<file path="config.mk">
export PLATFORM = sky130hd
export DESIGN_NAME = bcd_convert_arbiter
export DESIGN_NICKNAME = d
export VERILOG_FILES = /design/src/rtl/bcd_convert_arbiter_pkg.sv /design/src/rtl/bcd_convert_arbiter_bcd_converter.sv /design/src/rtl/bcd_convert_arbiter.sv
export SDC_FILE = /design/constraint.sdc
export NUM_CORES = 1
export LEC_CHECK = 0
export BUFFER_PORTS_ARGS = -buffer_cell sky130_fd_sc_hd__buf_2
export CAP_MARGIN = 40
export CORE_MARGIN = 3
export CORE_UTILIZATION = 35
export CTS_CLUSTER_SIZE = 20
export DETAILED_ROUTE_END_ITERATION = 8
export SYNTH_ARGS = -nofsm -noshare
export SYNTH_HDL_FRONTEND = slang
export SYNTH_SLANG_ARGS = --single-unit
</file>
<file path="constraint.sdc">
create_clock -name clk -period 2.5 [get_ports clk]
set_clock_uncertainty 0.2 [all_clocks]
set_input_delay 0.375 -clock clk [delete_from_list [all_inputs] [get_ports clk]]
set_output_delay 0.375 -clock clk [all_outputs]
set_load 0.02 [all_outputs]
</file>
<file path="src/rtl/bcd_convert_arbiter_pkg.sv">
// Shared types and widths for the two-requester BCD conversion arbiter.
// Latency: n/a (declarations only). Backpressure: n/a.
package bcd_convert_arbiter_pkg;

    localparam int OP_W    = 5;
    localparam int DIGIT_W = 4;

    typedef enum logic [1:0] {
        IDLE = 2'd0,
        CONV = 2'd1,
        RESP = 2'd2
    } state_t;

    typedef logic req_id_t;

endpackage

</file>
<file path="src/rtl/bcd_convert_arbiter_bcd_converter.sv">
// Combinational 5-bit binary to two-digit BCD converter (0..31).
// Latency: 0 cycles. Backpressure: none, pure combinational.
module bcd_converter
    import bcd_convert_arbiter_pkg::*;
(
    input  logic [OP_W-1:0]    bin,
    output logic [DIGIT_W-1:0] ten,
    output logic [DIGIT_W-1:0] one
);

    // Range is capped at 31, so three compare-and-subtract steps cover every tens value.
    always_comb begin
        ten = 4'd0;
        one = DIGIT_W'(bin);
        if (bin >= 5'd30) begin
            ten = 4'd3;
            one = DIGIT_W'(bin - 5'd30);
        end else if (bin >= 5'd20) begin
            ten = 4'd2;
            one = DIGIT_W'(bin - 5'd20);
        end else if (bin >= 5'd10) begin
            ten = 4'd1;
            one = DIGIT_W'(bin - 5'd10);
        end
    end

endmodule

</file>
<file path="src/rtl/bcd_convert_arbiter.sv">
// Arbitrates two four-phase REQ/ACK requesters onto one BCD converter; BCD_STATS_EN adds grant counters.
// Latency: REQ seen at grant edge k -> ACK high after edge k+2. Backpressure: losing REQ waits pending in IDLE.
module bcd_convert_arbiter
    import bcd_convert_arbiter_pkg::*;
#(
    parameter bit RR_EN = 1'b1
) (
    input  logic               clk,
    input  logic               rst,
    input  logic               req0,
    input  logic [OP_W-1:0]    in0,
    input  logic               req1,
    input  logic [OP_W-1:0]    in1,
    output logic               ack0,
    output logic               ack1,
    output logic [DIGIT_W-1:0] ten,
    output logic [DIGIT_W-1:0] one,
    output req_id_t            gnt_id,
    output logic               busy
`ifdef BCD_STATS_EN
    ,
    output logic [7:0]         cnt0,
    output logic [7:0]         cnt1
`endif
);

    state_t              state;
    state_t              next_state;
    logic                grant;
    req_id_t             grant_id;
    req_id_t             last;
    logic                gnt_req;
    logic [OP_W-1:0]     operand;
    logic [DIGIT_W-1:0]  conv_ten;
    logic [DIGIT_W-1:0]  conv_one;

    bcd_converter u_conv (
        .bin (operand),
        .ten (conv_ten),
        .one (conv_one)
    );

    always_ff @(posedge clk or posedge rst) begin
        if (rst) state <= IDLE;
        else     state <= next_state;
    end

    always_comb begin
        next_state = state;
        grant      = 1'b0;
        grant_id   = 1'b0;
        gnt_req    = gnt_id ? req1 : req0;
        case (state)
            IDLE: begin
                if (req0 && req1) begin
                    grant    = 1'b1;
                    grant_id = RR_EN ? ~last : 1'b0;
                end else if (req0) begin
                    grant    = 1'b1;
                    grant_id = 1'b0;
                end else if (req1) begin
                    grant    = 1'b1;
                    grant_id = 1'b1;
                end
                if (grant) next_state = CONV;
            end
            CONV:    next_state = RESP;
            RESP:    if (!gnt_req) next_state = IDLE;
            default: next_state = IDLE;
        endcase
    end

    // ACK is registered, so it rises one cycle into RESP and falls on the edge that leaves RESP.
    always_ff @(posedge clk or posedge rst) begin
        if (rst) begin
            operand <= '0;
            gnt_id  <= 1'b0;
            ten     <= '0;
            one     <= '0;
            ack0    <= 1'b0;
            ack1    <= 1'b0;
            last    <= 1'b1;
        end else begin
            if (grant) begin
                operand <= grant_id ? in1 : in0;
                gnt_id  <= grant_id;
            end
            if (state == CONV) begin
                ten <= conv_ten;
                one <= conv_one;
            end
            if (state == RESP && gnt_req) begin
                ack0 <= (gnt_id == 1'b0);
                ack1 <= (gnt_id == 1'b1);
            end else begin
                ack0 <= 1'b0;
                ack1 <= 1'b0;
            end
            if (state == RESP && !gnt_req) last <= gnt_id;
        end
    end

    assign busy = (state != IDLE);

`ifdef BCD_STATS_EN
    always_ff @(posedge clk or posedge rst) begin
        if (rst) begin
            cnt0 <= '0;
            cnt1 <= '0;
        end else if (grant) begin
            if (grant_id == 1'b0 && cnt0 != 8'hFF) cnt0 <= cnt0 + 8'd1;
            if (grant_id == 1'b1 && cnt1 != 8'hFF) cnt1 <= cnt1 + 8'd1;
        end
    end
`endif

endmodule
</file>
== Word-level counts from Yosys, hierarchy flattened ==
Cells that the tools add are included.

* Word-level logic and storage cells: 48
* Bits of input ports: 14
* Flip-flop bits (word level): 19

* Bitwise gates (word level): 2
* Equality and inequality tests: 4
* $add $sub $neg: 3
* Magnitude comparators: 3
* Muxes and demuxes: 21
* Reduce and logical (&&, ||, !) cells: 7

{| class="wikitable"
|+ Operators by type and width
! cell !! count
|-
| 4-bit 2-to-1 mux || 5
|-
| 1-bit 2-to-1 mux || 12
|-
| 5-bit >= comparator, second input constant || 2
|-
| 4-bit subtractor, second input constant || 2
|-
| 2-bit one-hot mux with 3 select lines || 1
|-
| 5-bit by 4-bit >= comparator with 1-bit output, second input constant || 1
|-
| 5-bit 2-to-1 mux || 1
|-
| 2-bit 2-to-1 mux || 2
|-
| 2-bit inequality test, second input constant || 2
|-
| 4-bit by 3-bit subtractor with 4-bit output, second input constant || 1
|-
| 1-bit logical AND || 3
|-
| 2-bit by 1-bit == test with 1-bit output, second input constant || 1
|-
| 2-bit == test, second input constant || 1
|-
| 2-bit zero test || 1
|-
| 1-bit inverter || 2
|-
| 2-bit AND reduction || 1
|-
| 2-bit nonzero test || 1
|-
| 1-bit zero test || 1
|}

== Depth between registers and ports, before layout ==
Gate-level depths: netlist (run 1).

* Word-level depth: 6
* Depth in mapped cells: 7
* Depth with buffers taken out: 7

== Cells and area by module ==
A second synthesis (run 1) with hierarchy kept.

* Cells, all modules: 99
* Area, all modules: 1084.8 µm²

{| class="wikitable"
|+ By module, submodules not included
! module !! cells each !! sequential area each (µm²) !! instances !! area each (µm²)
|-
| bcd_convert_arbiter || 66 || 476.7 || 1 || 805.8
|-
| bcd_converter || 33 || 0.0 || 1 || 279.0
|}

== Worst setup path after synthesis (run 1) ==
No wires, ideal clock.

* Kind: register to register
* Start: reg operand[2]
* End: reg one[2]
* Path buffers: 0
* Required time: 2.172 ns
* Setup time: 0.128 ns
* Path slack: 0.627 ns
* Stages on the path, launching flop included: 8
* Arrival: 1.546 ns
* Cells stage by stage: dfrtp_1 inv_1 ha_1 inv_1 o21ai_0 mux2_1 o211ai_1 o31ai_2

* Word-level cells in the longest chain between the ends: 4
* Elaborated cells between the ends (all ways): 9
* Those cells by class: add/sub (3); order compare (3); mux (3)

{| class="wikitable"
|+ Ends and longest elaborated chain
! what !! RTL line !! source
|-
| from (decl) || bcd_convert_arbiter.sv:33 || <nowiki>logic [OP_W-1:0] operand;</nowiki>
|-
| from (signal assigned) || bcd_convert_arbiter.sv:85 || <nowiki>operand <= grant_id ? in1 : in0;</nowiki>
|-
| 4-bit subtractor / 5-bit by 4-bit >= comparator with 1-bit output (equally long branches) || bcd_convert_arbiter_bcd_converter.sv:23, bcd_convert_arbiter_bcd_converter.sv:21 ||
|-
| 4-bit 2-to-1 mux || bcd_convert_arbiter_bcd_converter.sv:21 || <nowiki>end else if (bin >= 5'd10) begin</nowiki>
|-
| 4-bit 2-to-1 mux || bcd_convert_arbiter_bcd_converter.sv:18 || <nowiki>end else if (bin >= 5'd20) begin</nowiki>
|-
| 4-bit 2-to-1 mux * || bcd_convert_arbiter_bcd_converter.sv:15 || <nowiki>if (bin >= 5'd30) begin</nowiki>
|-
| to (signal assigned) || bcd_convert_arbiter.sv:90 || <nowiki>one <= conv_one;</nowiki>
|-
| to (decl) || bcd_convert_arbiter.sv:17 || <nowiki>output logic [DIGIT_W-1:0] one,</nowiki>
|}

Mark *: on every way between the ends. The rest lies on a longest branch, timed or not.
A chain may end at the register's enable or synchronous reset.

== Final worst setup path (run 1) ==
Ends and elaborated chain as after synthesis.

==> flow_metrics.env, run 1 <==
export IMPL_grt_pass1_vias=764
export IMPL_overflow=0
export IMPL_leakagePower_uw=0.000604
export IMPL_power_uw=1430
export IMPL_num_vias=786
export IMPL_num_fill_cells=259
export IMPL_min_path_type="in2reg"
export IMPL_cp_data_arrival_time_ps=2010
export IMPL_place_ws_ps=487
export IMPL_htreeDepth=1
export IMPL_final_antenna_net_count=0
export IMPL_slew_viol_final=0
export IMPL_dpl_hpwl_um=1420
export IMPL_synthDistinctLibCells=32
export IMPL_clock_sinks=17
export IMPL_endpoint_kind="flip-flop"
export IMPL_hold_viol=0
export IMPL_clk_pin_slew_ps=100
export IMPL_min_period_ps=2030
export IMPL_routedWlPerCell_um=11.4
export IMPL_ys_top_cells_by_area="dfrtp_1, nand2_1, ha_1"
export IMPL_die_h_um=59.3
export IMPL_reg2regPathDepth=7
export IMPL_first_pass_iters=4
export IMPL_critical_path_class="reg2reg"
export IMPL_yosysSeqAreaShare_pct=42.9
export IMPL_yosys_area_top_type="dfrtp_1"
export IMPL_slew_headroom_pct=51.1
export IMPL_fin_setup_tns_ps=0
export IMPL_syn_area_um2=993
export IMPL_root_buffer="clkbuf_4"
export IMPL_rows=18
export IMPL_powerDensity_mw_per_mm2=1250
export IMPL_ir_drop_uv=636
export IMPL_clock_path_buffers=2
export IMPL_clock_latency_ps=290
export IMPL_rsz0062_at_grt="false"
export IMPL_layout_drive_gt1_share_pct=24.2
export IMPL_antenna_found_initial=0
export IMPL_syn_inst=109
export IMPL_cts_buffers=3
export IMPL_worst_slew_pin_slew_ps=729
export IMPL_grt_pass1_wl_um=3310
export IMPL_setup_ws_ps=470
export IMPL_dieArea_mm2=0.00351
export IMPL_area_growth_pct=15.5
export IMPL_route_final_wire_length_um=1850
export IMPL_start_kind="flip-flop"
export IMPL_crit_family="compound AO/OA/AOI/OAI gates"
export IMPL_worstPathMaxFanout=11
export IMPL_max_stage_delay_ps=510
export IMPL_fin_crit_sh_pct=81.2
export IMPL_cts_tree="done"
export IMPL_grt_start_max_net_pins=18
export IMPL_port_buffers=23
export IMPL_final_nets=152
export IMPL_fin_util_pct=44.3
export IMPL_finalWeightedCongestion=0.791
export IMPL_regArea_um2=427
export IMPL_diodes=0
export IMPL_cp_buffers_inverters=2
export IMPL_drt_iter0_markers=13
export IMPL_cap_violations=0
export IMPL_coreArea_mm2=0.00259
export IMPL_worstPathRequired_ps=2480
export IMPL_status="completed"
export IMPL_yosys_warnings=0
export IMPL_setup_violations=0
export IMPL_cp_common_cell="inv_1"
export IMPL_synth_area_per_cell_um2=9.11
export IMPL_cp_depth=7
export IMPL_max_freq_mhz=493
export IMPL_dieWidth_um=59.3
export IMPL_io_pins=26
export IMPL_start_util_pct=38.4
export IMPL_grt_use_total_pct=12.3
export IMPL_hold_path_depth=3
export IMPL_postCtsSetupRepairBufs=0
export IMPL_multiInputGateArea_um2=509
export IMPL_synth_top_cell_area_share_pct=40.3
export IMPL_drc=0
export IMPL_worstPathCellList="inv_1, ha_1, inv_1, o21ai_0, mux2_1, o211ai_1, o31ai_2"
export IMPL_cp_slowest_cell="dfrtp_1"
export IMPL_avgViaCountPerCell=4.85
export IMPL_ys_ff_latch=17
## final timing paths
check                      startpoint         end  slack (ps)
min reg2reg                    one[0]      one[0]         280
max in group asynchronous         rst  operand[3]        1190
max reg2reg                operand[2]      one[2]         470
min                              req1        ack1         130
max                        operand[2]      one[2]         470
min in group asynchronous         rst      ten[1]         500
## timing repair
item / in CTS / in global routing
endpoints found under the hold margin: 16 / 0
resized for setup: 0 / 0
hold buffers: 1 / 0
## registers in the layout, summed over array words and instances (netlist names)
signal	cells
one	4
gnt_id	1
last	1
ten	2
state	2
ack0	1
ack1	1
operand	5
## cell families after synthesis
family / count (synthesis) / synth area share, %
AND/OR/NAND/NOR: 40 / 20.0
AO/OA/AOI/OAI: 25 / 15.2
flip-flops: 17 / 42.9
buffers and inverters: 12 / 6.17
multiplexers: 7 / 7.18
adder cells (fa/ha/maj): 5 / 6.30
XOR/XNOR: 2 / 1.76
other: 1 / 0.377
## report_power, final
part           internal, uW  switching, uW  leakage (uW)
registers               397            146      0.000212
clock network          62.2           86.6     0.0000150
logic                   315            421      0.000376
total                   775            654      0.000604
## Yosys cell counts (all sizes together)
| cell type | count |
|---|---|
| ha | 5 |
| dfstp | 1 |
| nor2 | 6 |
| or3 | 1 |
| dfrtp | 16 |
| clkbuf | 2 |
| a21oi | 4 |
| o21ai | 16 |
| nand2b | 4 |
| conb | 1 |
| nor3b | 1 |
| mux2 | 1 |
| buf | 4 |
| mux2i | 6 |
| nand2 | 19 |
| nor3 | 1 |
| o21bai | 1 |
| o211ai | 1 |
| nor2b | 4 |
| a211o | 1 |
| xnor2 | 2 |
| o31ai | 1 |
| nand3 | 2 |
| and3 | 1 |
| nand4b | 1 |
| inv | 6 |
| a221oi | 1 |
## cell type report
class | count | share of cell area, %
Timing Repair Buffer | 24 | 10.9
Tap cell | 30 | 3.27
Inverter | 6 | 1.96
Clock buffer | 4 | 2.29
Multi-Input combinational cell | 81 | 44.4
Sequential cell | 17 | 37.2
## metrics by stage
step | hold slack, ps | instances | area, um2
6_report | 134 | 162 | 1150
5_1_grt | 145 | 162 | 1150
2_1_floorplan | 100 | 110 | 997
3_5_place_dp | 262 | 157 | 1110
3_3_place_gp | 254 | 157 | 1110
4_1_cts | 127 | 162 | 1150
## cells in the final DEF (no fill, tap or decap), drive strengths merged, types with 4 or more instances in the layout
cell and instances:
a21oi 4, o21ai 16, dfrtp 16, buf 23, nand2 19, inv 6, nor2 6, nand2b 4
clkbuf 4, ha 5, mux2i 6, nor2b 4
## worst register-to-register path: stages, from the launching register on
cell	delay, ps
dfrtp_1	510
inv_1	120
ha_1	140
inv_1	30
o21ai_0	280
mux2_1	370
o211ai_1	190
o31ai_2	70
## metal layers
metal / vias up / track usage, % / wire length [um]
li1: 408 / - / -
met1: 355 / 16.7 / 884
met2: 20 / 19.0 / 836
met3: 3 / 4.58 / 114
met4: 0 / 1.94 / 14
met5: - / 0 / 0
Note: power is estimated with default switching activity, not from simulation.
==> run 2, diff against run 1 <==
Clock period 2.5 ns to 2.1 ns, I/O delays scaled along.
==> run 2 against run 1 <==
Against the previous run:
- final area up 1.3%
- sequential share of layout area down 0.48 points
- combinational power up 24%
- non-clock buffer count up 2
- first-iteration DRC count down 23%
- flip-flop and latch count unchanged
- routed wire length down 5.1%
- clock power up 13%
- critical endpoint unchanged
==> flow_metrics.env, run 2 (synthesized netlist as in run 1, its figures left out) <==
export IMPL_fin_setup_tns_ps=0
export IMPL_grt_pass1_wl_um=3310
export IMPL_worst_slew_pin_slew_ps=613
export IMPL_setup_violations=0
export IMPL_cp_buffers_inverters=1
export IMPL_dieArea_mm2=0.00351
export IMPL_max_stage_delay_ps=450
export IMPL_drc=0
export IMPL_clock_latency_ps=280
export IMPL_htreeDepth=1
export IMPL_setup_ws_ps=196
export IMPL_clock_sinks=17
export IMPL_diodes=0
export IMPL_postCtsSetupRepairBufs=0
export IMPL_grt_use_met2_pct=19.5
export IMPL_critical_path_class="reg2reg"
export IMPL_num_fill_cells=260
export IMPL_finalWeightedCongestion=0.790
export IMPL_cp_slowest_cell="dfrtp_1"
export IMPL_top_usage_layer="met2"
export IMPL_min_path_type="in2reg"
export IMPL_final_antenna_net_count=0
export IMPL_rsz0062_at_grt="false"
export IMPL_routedWlPerCell_um=10.7
export IMPL_min_period_ps=1900
export IMPL_cts_tree="done"
export IMPL_area_growth_pct=17.0
export IMPL_start_util_pct=38.4
export IMPL_worst_hold_slack_ps=88.0
export IMPL_ir_drop_uv=795
export IMPL_cap_violations=0
export IMPL_worstPathRequired_ps=2060
export IMPL_root_buffer="clkbuf_4"
export IMPL_leakagePower_uw=0.000613
export IMPL_grt_met3_usage_pct=4.79
export IMPL_slew_headroom_pct=59.1
export IMPL_first_pass_iters=4
export IMPL_route_final_wire_length_um=1760
export IMPL_place_ws_ps=161
export IMPL_rows=18
export IMPL_dieWidth_um=59.3
export IMPL_port_buffers=23
export IMPL_max_freq_mhz=525
export IMPL_grt_use_met1_pct=15.2
export IMPL_coreArea_mm2=0.00259
export IMPL_reg_top3="operand (5), one (4)"
export IMPL_layout_drive_gt1_share_pct=25.4
export IMPL_top_register="operand"
export IMPL_die_h_um=59.3
export IMPL_clk_pin_slew_ps=90
export IMPL_worstPathCellList="inv_1, ha_1, o21ai_1, mux2_1, o211ai_1, o31ai_2"
export IMPL_crit_family="flip-flops"
export IMPL_fin_crit_sh_pct=90.7
export IMPL_antenna_found_initial=0
export IMPL_num_vias=808
export IMPL_mostFrequentLayoutCells="buf_2, nand2_1, dfrtp_1"
export IMPL_powerDensity_mw_per_mm2=1470
export IMPL_avgViaCountPerCell=4.93
export IMPL_largest_reg_flops=5
export IMPL_start_kind="flip-flop"
export IMPL_grt_pass1_vias=785
export IMPL_slew_viol_final=0
export IMPL_hold_viol=0
export IMPL_drt_iter0_markers=10
export IMPL_grt_start_max_net_pins=18
export IMPL_endpoint_kind="flip-flop"
export IMPL_overflow=0
export IMPL_final_common_cell="buf_2"
export IMPL_io_pins=26
export IMPL_cts_buffers=3
export IMPL_status="completed"
export IMPL_final_nets=154
export IMPL_cp_data_arrival_time_ps=1870
export IMPL_clock_path_buffers=2
export IMPL_grt_use_total_pct=12.0
export IMPL_worstPathMaxFanout=5
-- run 2: worst paths after layout --
kind	end	start	slack, ps	cells past startpoint
max	one[2]	operand[1]	200	6
min	ack1	req1	90	3
max reg2reg	one[2]	operand[1]	200	6
min reg2reg	one[1]	one[1]	280	2
max in group asynchronous	operand[1]	rst	870	3
min in group asynchronous	ten[1]	rst	440	3
-- run 2: per-layer routing --
| layer | vias up | wire length [um] |
|---|---|---|
| li1 | 416 | - |
| met1 | 368 | 822 |
| met2 | 22 | 796 |
| met3 | 2 | 127 |
| met4 | 0 | 8 |
| met5 | - | 0 |
-- run 2: report_power, final --
part           switching, uW  total (uW)  internal, uW
clock network           94.4         168          73.8
registers                160         633           473
logic                    514         912           399
-- run 2: repair_timing --
item / 4_1_cts / 5_1_grt
hold endpoints to repair: 16 / 0
endpoints found under the setup margin: 0 / 1
gates resized for setup: 0 / 1
hold buffers: 1 / 0
-- run 2: layout make-up --
class	instances	area, um2	area share [%]
repair buffers	26	140	12.1
well taps	30	37.5	3.23
multi-input cells	81	509	43.8
clock buffers	4	26.3	2.26
flip-flops and latches	17	427	36.7
inverters	6	22.5	1.94
-- run 2: per-stage QoR --
step / cell area [um2] / cells / utilization (%) / power [uW]
after floorplan: 997 / 110 / - / 1340
after global placement: 1130 / 159 / 43.5 / 1540
after detailed placement: 1130 / 159 / 43.5 / 1560
after CTS: 1160 / 164 / 44.9 / 1740
after global routing: 1160 / 164 / 44.9 / 1910
final: 1160 / 164 / 44.9 / 1710
-- run 2: worst reg2reg max path, cell delays in order, from the launching register on --
cell      delay, ps
dfrtp_1         450
inv_1           120
ha_1            240
o21ai_1         150
mux2_1          350
o211ai_1        200
o31ai_2          80
==> run 3, diff against run 2 <==
Settings changed: HOLD_SLACK_MARGIN set to 0.06, SETUP_SLACK_MARGIN set to 0.4.
==> run 3 against run 2 <==
Against the previous run:
- worst setup slack gained 92 ps
- via count fell by 0.62%
- critical path depth rose by 1
- highest routed layer unchanged
- final area is 9.2% higher
- clock power rose by 3%
- cell count up 3.0%
- first-iteration DRC count rose by 80%
- register-to-register slack better by 90 ps
- die area unchanged
- clock-buffer cell count is the same
==> flow_metrics.env, run 3 (synthesized netlist as in run 1, its figures left out) <==
export IMPL_status="completed"
export IMPL_endpoint_kind="flip-flop"
export IMPL_coreArea_mm2=0.00259
export IMPL_rsz0062_at_grt="true"
export IMPL_final_common_cell="buf_2"
export IMPL_leakagePower_uw=0.000647
export IMPL_final_antenna_net_count=0
export IMPL_clock_sinks=17
export IMPL_mostFrequentLayoutCells="buf_2, nand2_1, dfrtp_1"
export IMPL_dieWidth_um=59.3
export IMPL_cts_tree="done"
export IMPL_cp_data_arrival_time_ps=1780
export IMPL_largest_reg_flops=5
export IMPL_layout_drive_gt1_share_pct=36.7
export IMPL_area_growth_pct=27.7
export IMPL_multiInputGateArea_um2=568
export IMPL_worstPathMaxFanout=5
export IMPL_regArea_um2=430
export IMPL_route_final_wire_length_um=1870
export IMPL_num_vias=803
export IMPL_clock_path_buffers=2
export IMPL_min_period_ps=1810
export IMPL_slew_headroom_pct=57.4
export IMPL_overflow=0
export IMPL_reg_top3="operand (5), one (4)"
export IMPL_powerDensity_mw_per_mm2=1520
export IMPL_worstPathRequired_ps=2070
export IMPL_diodes=0
export IMPL_grt_pass1_vias=748
export IMPL_root_buffer="clkbuf_4"
export IMPL_min_path_type="in2reg"
export IMPL_finalWeightedCongestion=0.811
export IMPL_fin_crit_sh_pct=86.3
export IMPL_grt_pass1_wl_um=3310
export IMPL_io_pins=26
export IMPL_ir_drop_uv=784
export IMPL_routedWlPerCell_um=11.1
export IMPL_worst_slew_pin_slew_ps=638
export IMPL_start_util_pct=38.4
export IMPL_antenna_found_initial=0
export IMPL_setup_violations=0
export IMPL_drt_iter0_markers=18
export IMPL_rows=18
export IMPL_final_nets=159
export IMPL_first_pass_iters=4
export IMPL_avgViaCountPerCell=4.75
export IMPL_cap_violations=0
export IMPL_clock_latency_ps=290
export IMPL_dieArea_mm2=0.00351
export IMPL_dpl_hpwl_um=1340
export IMPL_num_fill_cells=256
export IMPL_start_kind="flip-flop"
export IMPL_fin_setup_tns_ps=0
export IMPL_drc=0
export IMPL_grt_use_total_pct=12.2
export IMPL_clk_pin_slew_ps=100
export IMPL_max_freq_mhz=552
export IMPL_critical_path_class="reg2reg"
export IMPL_die_h_um=59.3
export IMPL_top_register="operand"
export IMPL_grt_start_max_net_pins=18
export IMPL_cts_buffers=3
export IMPL_htreeDepth=1
export IMPL_port_buffers=23
export IMPL_hold_viol=0
export IMPL_setup_ws_ps=288
export IMPL_slew_viol_final=0
export IMPL_place_ws_ps=240
[run 3: cell count changes in the layout (fill, tap and decap cells not counted), moves of 3 or more]
cell     delta
buf_4       +3
dfrtp_1     -3
dfrtp_2     +3
inv_1       -3
inv_2       +3
[run 3: power by group]
group          switching (uW)  internal, uW  total [uW]  leakage [uW]
logic                     577           521        1100      0.000423
clock network            99.1          73.8         173     0.0000150
registers                 175           479         654      0.000209
total                     851          1070        1930      0.000647
[run 3: metrics by stage]
stage          std cells  hold WS (ps)  util, %  cell area [um2]  total power, uW
3_5_place_dp         158           243     43.7             1130             1590
3_3_place_gp         158           236     43.7             1130             1590
2_1_floorplan        110          40.3        -             1010             1390
6_report             169          96.1     49.0             1270             1930
5_1_grt              169           107     49.0             1270             2120
4_1_cts              168          83.3     47.1             1220             1860
[run 3: timing repair]
| action | in CTS | in global routing |
|---|---|---|
| gates resized for setup | 3 | 9 |
| endpoints found under the hold margin | 17 | 0 |
| setup endpoints to repair | 5 | 5 |
| buffers inserted | 4 | 1 |
| pin swaps | 5 | 9 |
| hold buffers | 2 | 0 |
[run 3: metal layers]
metal	wire [um]	track usage, %	vias up
met5	0	0	-
met4	13	3.88	0
met2	810	17.8	23
li1	-	-	427
met1	943	17.1	351
met3	106	3.92	2
[run 3: cell type report]
cell class                 count  area share, %
tap                           30           2.96
sequential                    17           33.9
multi-input combinational     81           44.8
clock buffer                   4           2.07
timing repair buffer          31           14.5
inverter                       6           1.78
[run 3: final timing paths]
path | startpoint | end | slack, ps | cells past startpoint
worst max-delay path | operand[2] | one[2] | 290 | 7
worst min-delay path | in1[0] | operand[0] | 100 | 3
worst max register to register | operand[2] | one[2] | 290 | 7
worst min register to register | one[0] | one[0] | 290 | 2
max in group asynchronous | rst | operand[1] | 810 | 3
min in group asynchronous | rst | one[0] | 440 | 3
[run 3: critical path, stage by stage (launching register included)]
cell      delay, ps
dfrtp_2         450
buf_6           130
ha_4            140
nor2b_4         130
nand2b_1        150
a211o_1         290
o211ai_1        120
o31ai_2          90
